<file path="config.mk">
export PLATFORM = sky130hd
export DESIGN_NAME = muldiv_unit
export DESIGN_NICKNAME = d
export VERILOG_FILES = /design/src/rtl/muldiv_unit.sv
export SDC_FILE = /design/constraint.sdc
export NUM_CORES = 2
export LEC_CHECK = 0
export CAP_MARGIN = 25
export CORE_UTILIZATION = 45
export DETAILED_ROUTE_END_ITERATION = 10
export HOLD_SLACK_MARGIN = 0.1
export PLACE_DENSITY = 0.72
export SLEW_MARGIN = 15
export SYNTH_ARGS = -nofsm -noshare
export SYNTH_HDL_FRONTEND = slang
export SYNTH_SLANG_ARGS = --single-unit
export TNS_END_PERCENT = 5
</file>
<file path="constraint.sdc">
create_clock -name clk -period 11.9 [get_ports clk]
set_input_delay 3.57 -clock clk [delete_from_list [all_inputs] [get_ports clk]]
set_output_delay 3.57 -clock clk [all_outputs]
set_load 0.03 [all_outputs]
</file>
<file path="src/rtl/muldiv_unit.sv">
// Multi-cycle MIPS multiply/divide sequencer owning the HI/LO registers.
// Staged multiplier plus radix-2 restoring divider, driven by one FSM.
module muldiv_unit #(
  parameter int MUL_STAGES = 1
) (
  input  logic        clk,
  input  logic        resetn,
  input  logic        valid,
  input  logic [2:0]  op,
  input  logic [31:0] a,
  input  logic [31:0] b,
  input  logic        flush,
  output logic        busy,
  output logic        done,
  output logic [31:0] hi,
  output logic [31:0] lo
);

  localparam logic [2:0] OP_MULT  = 3'd1;
  localparam logic [2:0] OP_MULTU = 3'd2;
  localparam logic [2:0] OP_DIV   = 3'd3;
  localparam logic [2:0] OP_DIVU  = 3'd4;
  localparam logic [2:0] OP_MTHI  = 3'd5;
  localparam logic [2:0] OP_MTLO  = 3'd6;

  typedef enum logic [1:0] {S_IDLE, S_MUL, S_DIV, S_FIX} state_t;

  state_t      r_state, w_state_nxt;
  logic [4:0]  r_cnt;
  logic        r_done;
  logic [31:0] r_hi, r_lo;

  logic [31:0] r_mul_a, r_mul_b;
  logic        r_mul_sgn;
  logic [31:0] r_dvs, r_rem, r_quo;
  logic        r_sign_q, r_sign_r, r_skip;

  logic               w_issue, w_fin, w_div_sgn, w_ge;
  logic signed [63:0] w_mul_a, w_mul_b, w_prod;
  logic        [32:0] w_rem_sh;
  logic        [31:0] w_rem_nxt;

  function automatic logic [31:0] f_cneg(input logic [31:0] v, input logic neg);
    return neg ? (~v + 32'd1) : v;
  endfunction

  // Operands are extended according to MULT/MULTU so one signed multiply serves both
  assign w_mul_a = {{32{r_mul_sgn & r_mul_a[31]}}, r_mul_a};
  assign w_mul_b = {{32{r_mul_sgn & r_mul_b[31]}}, r_mul_b};
  assign w_prod  = w_mul_a * w_mul_b;

  // Shifted partial remainder needs 33 bits since the divisor may use all 32
  assign w_rem_sh  = {r_rem, r_quo[31]};
  assign w_ge      = (w_rem_sh >= {1'b0, r_dvs});
  assign w_rem_nxt = w_ge ? 32'(w_rem_sh - {1'b0, r_dvs}) : w_rem_sh[31:0];
  assign w_div_sgn = (op == OP_DIV);

  always_ff @(posedge clk) begin
    if (!resetn) r_state <= S_IDLE;
    else         r_state <= w_state_nxt;
  end

  always_comb begin
    w_state_nxt = r_state;
    case (r_state)
      S_IDLE: begin
        if (w_issue) begin
          case (op)
            OP_MULT, OP_MULTU: w_state_nxt = S_MUL;
            OP_DIV, OP_DIVU:   w_state_nxt = (b == 32'd0) ? S_FIX : S_DIV;
            default:           w_state_nxt = S_IDLE;
          endcase
        end
      end
      S_MUL:   if (r_cnt == 5'd0) w_state_nxt = S_IDLE;
      S_DIV:   if (r_cnt == 5'd0) w_state_nxt = S_FIX;
      S_FIX:   w_state_nxt = S_IDLE;
      default: w_state_nxt = S_IDLE;
    endcase
    if (flush) w_state_nxt = S_IDLE;
  end

  always_comb begin
    busy    = (r_state != S_IDLE);
    w_issue = (r_state == S_IDLE) && valid && !flush;
    w_fin   = !flush && (((r_state == S_MUL) && (r_cnt == 5'd0)) || (r_state == S_FIX));
  end

  always_ff @(posedge clk) begin
    if (!resetn) begin
      r_cnt  <= 5'd0;
      r_done <= 1'b0;
      r_hi   <= 32'd0;
      r_lo   <= 32'd0;
    end else begin
      r_done <= w_fin;
      if (w_issue) begin
        case (op)
          OP_MTHI:           r_hi  <= a;
          OP_MTLO:           r_lo  <= a;
          OP_MULT, OP_MULTU: r_cnt <= 5'(MUL_STAGES - 1);
          OP_DIV, OP_DIVU:   r_cnt <= 5'd31;
          default:           ;
        endcase
      end else if (!flush) begin
        case (r_state)
          S_MUL: begin
            if (r_cnt == 5'd0) {r_hi, r_lo} <= w_prod;
            else               r_cnt <= r_cnt - 5'd1;
          end
          S_DIV: if (r_cnt != 5'd0) r_cnt <= r_cnt - 5'd1;
          S_FIX: begin
            if (!r_skip) begin
              r_lo <= f_cneg(r_quo, r_sign_q);
              r_hi <= f_cneg(r_rem, r_sign_r);
            end
          end
          default: ;
        endcase
      end
    end
  end

  // Operand/partial-result registers carry no reset; they are loaded on issue
  always_ff @(posedge clk) begin
    if (w_issue && ((op == OP_MULT) || (op == OP_MULTU))) begin
      r_mul_a   <= a;
      r_mul_b   <= b;
      r_mul_sgn <= (op == OP_MULT);
    end else if (w_issue && ((op == OP_DIV) || (op == OP_DIVU))) begin
      r_quo    <= f_cneg(a, w_div_sgn & a[31]);
      r_dvs    <= f_cneg(b, w_div_sgn & b[31]);
      r_sign_q <= w_div_sgn & (a[31] ^ b[31]);
      r_sign_r <= w_div_sgn & a[31];
      r_rem    <= 32'd0;
      r_skip   <= (b == 32'd0);
    end else if (r_state == S_DIV) begin
      r_rem <= w_rem_nxt;
      r_quo <= {r_quo[30:0], w_ge};
    end
  end

  assign done = r_done;
  assign hi   = r_hi;
  assign lo   = r_lo;

endmodule

</file>
# Word level (Yosys, flattened, before mapping)

Index checks and enable logic that the tools add are counted.

Register bits: 236
Logic and storage cells: 113
Bits of input ports: 71

Reduce and logical (&&, ||, !) cells: 27
$mul: 1
Order comparisons: 1
Add/subtract/negate cells: 6
Bitwise gates (word level): 12
Multiplexer cells: 32
Equal/unequal tests: 20

Operators by type and width:

| kind                  | count |
|---|---|
| $mux 32               | 18 |
| $add 32x1->32 const B | 4 |
| $not 32->32           | 4 |
| $pmux 32 s2           | 2 |
| $mul 33x33->64        | 1 |
| $ge 33x32->1          | 1 |
| $logic_not 32->1      | 1 |
| $sub 32x32->32        | 1 |
| $mux 5                | 4 |
| $pmux 5 s2            | 2 |
| $reduce_and 5->1      | 3 |
| $ne 3x3->1 const B    | 4 |
| $eq 3x3->1 const B    | 3 |
| $pmux 2 s4            | 1 |
| $eq 3x2->1 const B    | 2 |
| $logic_and 1x1->1     | 6 |
| $mux 2                | 3 |
| $ne 2x1->1 const B    | 3 |
| $ne 2x2->1 const B    | 3 |
| $reduce_bool 3->1     | 2 |
| $reduce_or 2->1       | 3 |
| $and 1x1->1           | 5 |
| $logic_not 5->1       | 1 |
| $reduce_bool 5->1     | 1 |
| other kinds (15)      | 21 |

# Logic depth before layout (Yosys ltp)

Depth after elaboration: 7
Mapped depth: 30
Depth with buffers taken out: 28

# Worst setup path before layout

OpenSTA, ideal clock, no wires.

Path kind: input to register
Start: input valid
End: register r_cnt[3]
Data required time: 11.785 ns
Stages: 8
Setup slack: 1.717 ns
Library setup time: 0.115 ns
Arrival time: 10.068 ns
Path through: nand2_1 -> or2_2 -> clkbuf_1 -> nor3_1 -> nor2_1 -> o21ai_0 -> o21ai_0 -> and2_1

Cells in the longest elaborated chain, start to end: 4
Elaborated cells on any way between the ends: 9

RTL lines:

| item                                               | RTL line | text |
|---|---|---|
| from (decl)                                        | 8        | `input logic valid,` |
| $logic_and 1x1->1 * (2 in a row)                   | 85       | `w_issue = (r_state == S_IDLE) && valid && !flush;` |
| $ne 3x1->1 (no line), or another cell as far along | --       |  |
| $reduce_and 5->1 (no line)                         | --       |  |
| to (signal assigned)                               | 101      | `OP_MULT, OP_MULTU: r_cnt <= 5'(MUL_STAGES - 1);` |
| to (signal assigned)                               | 109      | `else r_cnt <= r_cnt - 5'd1;` |
| to (signal assigned)                               | 111      | `S_DIV: if (r_cnt != 5'd0) r_cnt <= r_cnt - 5'd1;` |
| to (decl)                                          | 29       | `logic [4:0] r_cnt;` |

Every way passes the cells marked *; elsewhere a longest branch is shown, timed or not.
A chain may end at the register's enable or synchronous reset.

# Final worst setup path

Start: register r_mul_a[31]
End: register r_hi[30], in the netlist hi[30]

Cells in the longest elaborated chain, start to end: 6

RTL lines:

| item                   | RTL line | text |
|---|---|---|
| from (decl)            | 33       | `logic [31:0] r_mul_a, r_mul_b;` |
| from (signal assigned) | 127      | `r_mul_a <= a;` |
| $and 1x1->1            | 48       | `assign w_mul_a = {{32{r_mul_sgn & r_mul_a[31]}}, r_mul_a};` |
| $mul 33x33->64 *       | 50       | `assign w_prod = w_mul_a * w_mul_b;` |
| $mux 32 *              | 108      | `if (r_cnt == 5'd0) {r_hi, r_lo} <= w_prod;` |
| $pmux 32 s2 *          | 106      | `case (r_state)` |
| $mux 32 *              | 105      | `end else if (!flush) begin` |
| $mux 32 *              | 97       | `if (w_issue) begin` |
| to (signal assigned)   | 108      |  |
| to (signal assigned)   | 115      | `r_hi <= f_cneg(r_rem, r_sign_r);` |
| to (decl)              | 31       | `logic [31:0] r_hi, r_lo;` |

Every way passes the cells marked *; elsewhere a longest branch is shown, timed or not. The select of a mux whose other input is x is not followed.

==> metrics.md <==
| Metric | Value |
|---|---|
| Outcome | `finished clean` |
| Vias per std cell | `5.55` |
| Post-synthesis mux area share | `0.466%` |
| Initial antenna violation count | `1` |
| Fmax | `110 MHz` |
| Syn Inst Count | `5687` |
| Min Tclk post-route | `9.10 ns` |
| Max-Cap Viols | `0` |
| DRT iter0 DRCs | `3425` |
| Row count | `124` |
| Crit. End Element | `register` |
| Unrepaired setup endpoints after global routing | `false` |
| H-Tree Depth | `1` |
| Fraction of synthesized cell area in xor and xnor cells | `3.58%` |
| Placed Instances | `7119` |
| Adder-cell share of the synthesized area | `49.5%` |
| Compound-gate portion of the synthesized area | `7.89%` |
| Fill count | `10600` |
| Initial Utilization | `45.4%` |
| Total negative setup slack | `0 ns` |
| YS warnings | `0` |
| Clock sinks | `236` |
| Worst-path clk slew | `0.07 ns` |
| Final Skew | `0.0273 ns` |
| First-pass GRT wire length | `244000 um` |
| Critical Path RT | `12.38 ns` |
| Yosys top cell by area | `fa_1` |
| Die height | `341 um` |
| CP Capture Point | `hi[30]` |
| GRT Residual Overflow | `0` |
| Max Buffers Root-to-Sink | `3` |
| Area Growth Syn to Fin | `7.27%` |
| Final Hold Vio Count | `0` |
| Synthesized cell area | `51800 um2` |
| Root Driver | `clkbuf_16` |
| Setup WS post-layout | `2.80 ns` |
| HPWL after DPL | `121000 um` |
| Top Ports | `137` |
| Nets | `7086` |
| Gr usage total | `27.1%` |
| Core Area | `114000 um2` |
| Setup-failing EPs final | `0` |
| Worst EP arrival | `9.58 ns` |
| Hold Crit Class | `reg2reg` |
| Area of the multi-input gates | `39900 um2` |
| Mapped Nets | `7134` |
| Post-CTS Hold Buffers | `0` |
| Largest net degree at the start of global routing | `73` |
| Worst slack at placement | `2.92 ns` |
| Register area | `6370 um2` |
| FF+latch count, synth | `236` |
| Port Buffers | `136` |
| Die width | `341 um` |
| Number of synthesized flops with an enable pin | `164` |
| Final slew viol count | `0` |
| Finished Layout Cells | `7173` |
| Hold_ws | `0.471 ns` |
| Crit Path Class | `reg2reg` |
| Vias in the first global route | `43000` |
| Cts bufs inserted | `27` |
| Share of the synthesized area in the top cell type | `43.5%` |
| Post-Synth Simple-Gate Area | `15.4%` |
| CTS tree | `built` |
| Share of post-route cells with drive strength above 1 | `3.23%` |
| Least-Margin Pin Slew | `1.11 ns` |
| WL per Instance | `21.3 um` |
| Skew-Pair Late Insertion Delay | `0.61 ns` |
| DRC viols | `0` |
| Worst r2r src | `r_mul_a[31]` |
| Synth top area cells | `fa_1, edfxtp_1, inv_1` |
| Via count | `39800` |
| Post-CTS Setup Bufs | `0` |
| Die area | `117000 um2` |
| Post-synth ARST share | `0%` |
| GP Congestion | `0.952` |
| Post-synthesis sequential area ratio | `12.3%` |
| Router iterations before antenna repair | `6` |
| Post-cts sizing count | `0` |
| Max-slew headroom | `25.9%` |
| R2R Path End | `hi[30]` |
| Setup crit start kind | `register` |
| Final period util | `76.5%` |
| Crit path from | `r_mul_a[31]` |
| R2r setup slk | `2.80 ns` |
| Post-synth top flop | `edfxtp_1` |
| Crit Path Max Fanout | `20` |
| Largest family of logic cells by synthesized area | `adder cells` |
| Overall routed net length | `153000 um` |
| Mean post-synth cell area | `9.11 um2` |
| Antenna Nets Post-Route | `0` |
| Distinct cell type count after synthesis | `82` |
| FF-to-FF path depth | `26` |
[cell usage after synthesis (72+ instances only)]
cell type,instances
inv_1,1192
dfxtp_1,72
a21oi_1,164
edfxtp_1,164
o21ai_0,160
nor2_1,181
ha_1,250
xor2_1,98
xnor2_1,114
clkbuf_1,277
nand2_1,911
fa_1,1126
and2_1,354
[flip-flops by register name (all words and copies together) (netlist names)]
register and flops:
r_mul_b 32, r_sign_q 1, r_skip 1, r_state 2
r_mul_a 32, r_sign_r 1, r_quo 32, r_mul_sgn 1
r_rem 32, r_cnt 5, lo 32, done 1
r_dvs 32, hi 32
[routing by layer]
layer	part of all wire [%]	global-route usage [%]
met1	37	34.0
met3	9.2	4.83
met5	0	0
met4	5.4	12.6
met2	48	45.3
[how the worst min path moves through the flow]
stage,slack (ns),endpoint,cells after the start,startpoint
detailed placement,0.46,lo[30],2,lo[30]
floorplan,0.48,r_cnt[1],2,r_cnt[1]
global placement,0.46,lo[8],2,lo[8]
finish,0.47,lo[0],2,lo[0]
global route,0.50,lo[0],2,lo[0]
CTS,0.48,lo[30],2,lo[30]
[placed cells by master, fill, tap and decap left out, drive strengths merged, types with 32 or more instances in the layout]
master,netlist,routed
inv,1192,1195
fa,1126,1126
nand2,911,911
and2,354,354
ha,250,250
nor2,181,181
a21oi,164,164
edfxtp,164,164
o21ai,164,164
clkdlybuf4s50,0,135
xnor2,114,114
xor2,98,98
buf,18,85
dfxtp,72,72
nand3,55,55
o211ai,45,45
a21o,43,43
nor3,38,38
a211oi,37,37
clkbuf,279,36
and3,34,34
o31ai,32,32
[layout make-up]
cell class / count / share of cell area [%]
Sequential cell: 236 / 11.5
Antenna cell: 2 / 0.00900
Clock buffer: 36 / 1.45
Tap cell: 1512 / 3.40
Clock inverter: 13 / 0.257
Inverter: 1193 / 8.06
Multi-Input combinational cell: 3961 / 71.7
Timing Repair Buffer: 220 / 3.65
[critical path, cell delays in order, from the launching register on]
cell and delay [ns]:
edfxtp_1 0.66, and2_1 0.55, nand2_1 0.19, inv_1 0.16
fa_1 0.49, fa_1 0.62, fa_1 0.54, inv_1 0.46
fa_1 0.51, inv_1 0.09, fa_1 0.44, fa_1 0.51
fa_1 0.49, inv_1 0.05, fa_1 0.51, inv_1 0.05
ha_1 0.40, and3_1 0.25, nand3_1 0.10, or4_1 0.54
a21oi_1 0.24, nor4_2 0.13, nor2_1 0.17, a41oi_2 0.20
o41ai_2 0.35, mux2i_1 0.22, nand2_1 0.06
[logic make-up (layout without fill, tap and decap cells)]
| logic type | Yosys count | after routing |
|---|---|---|
| AO/OA/AOI/OAI | 638 | 638 |
| XOR/XNOR | 212 | 212 |
| adder cells (fa/ha/maj) | 1376 | 1376 |
| buffers and inverters | 1490 | 1462 |
| flip-flops | 236 | 236 |
| multiplexers | 24 | 24 |
| other | 0 | 2 |
| AND/OR/NAND/NOR | 1711 | 1711 |
[through the flow]
step,util (%),cell area [um2]
after floorplan,-,51800
after global placement,47.8,54600
after detailed placement,47.8,54600
after CTS,48.6,55500
after global routing,48.7,55600
final,48.7,55600
Power is not shown: default switching activity piles up to over one toggle a cycle in this logic, so the estimate is an artifact.
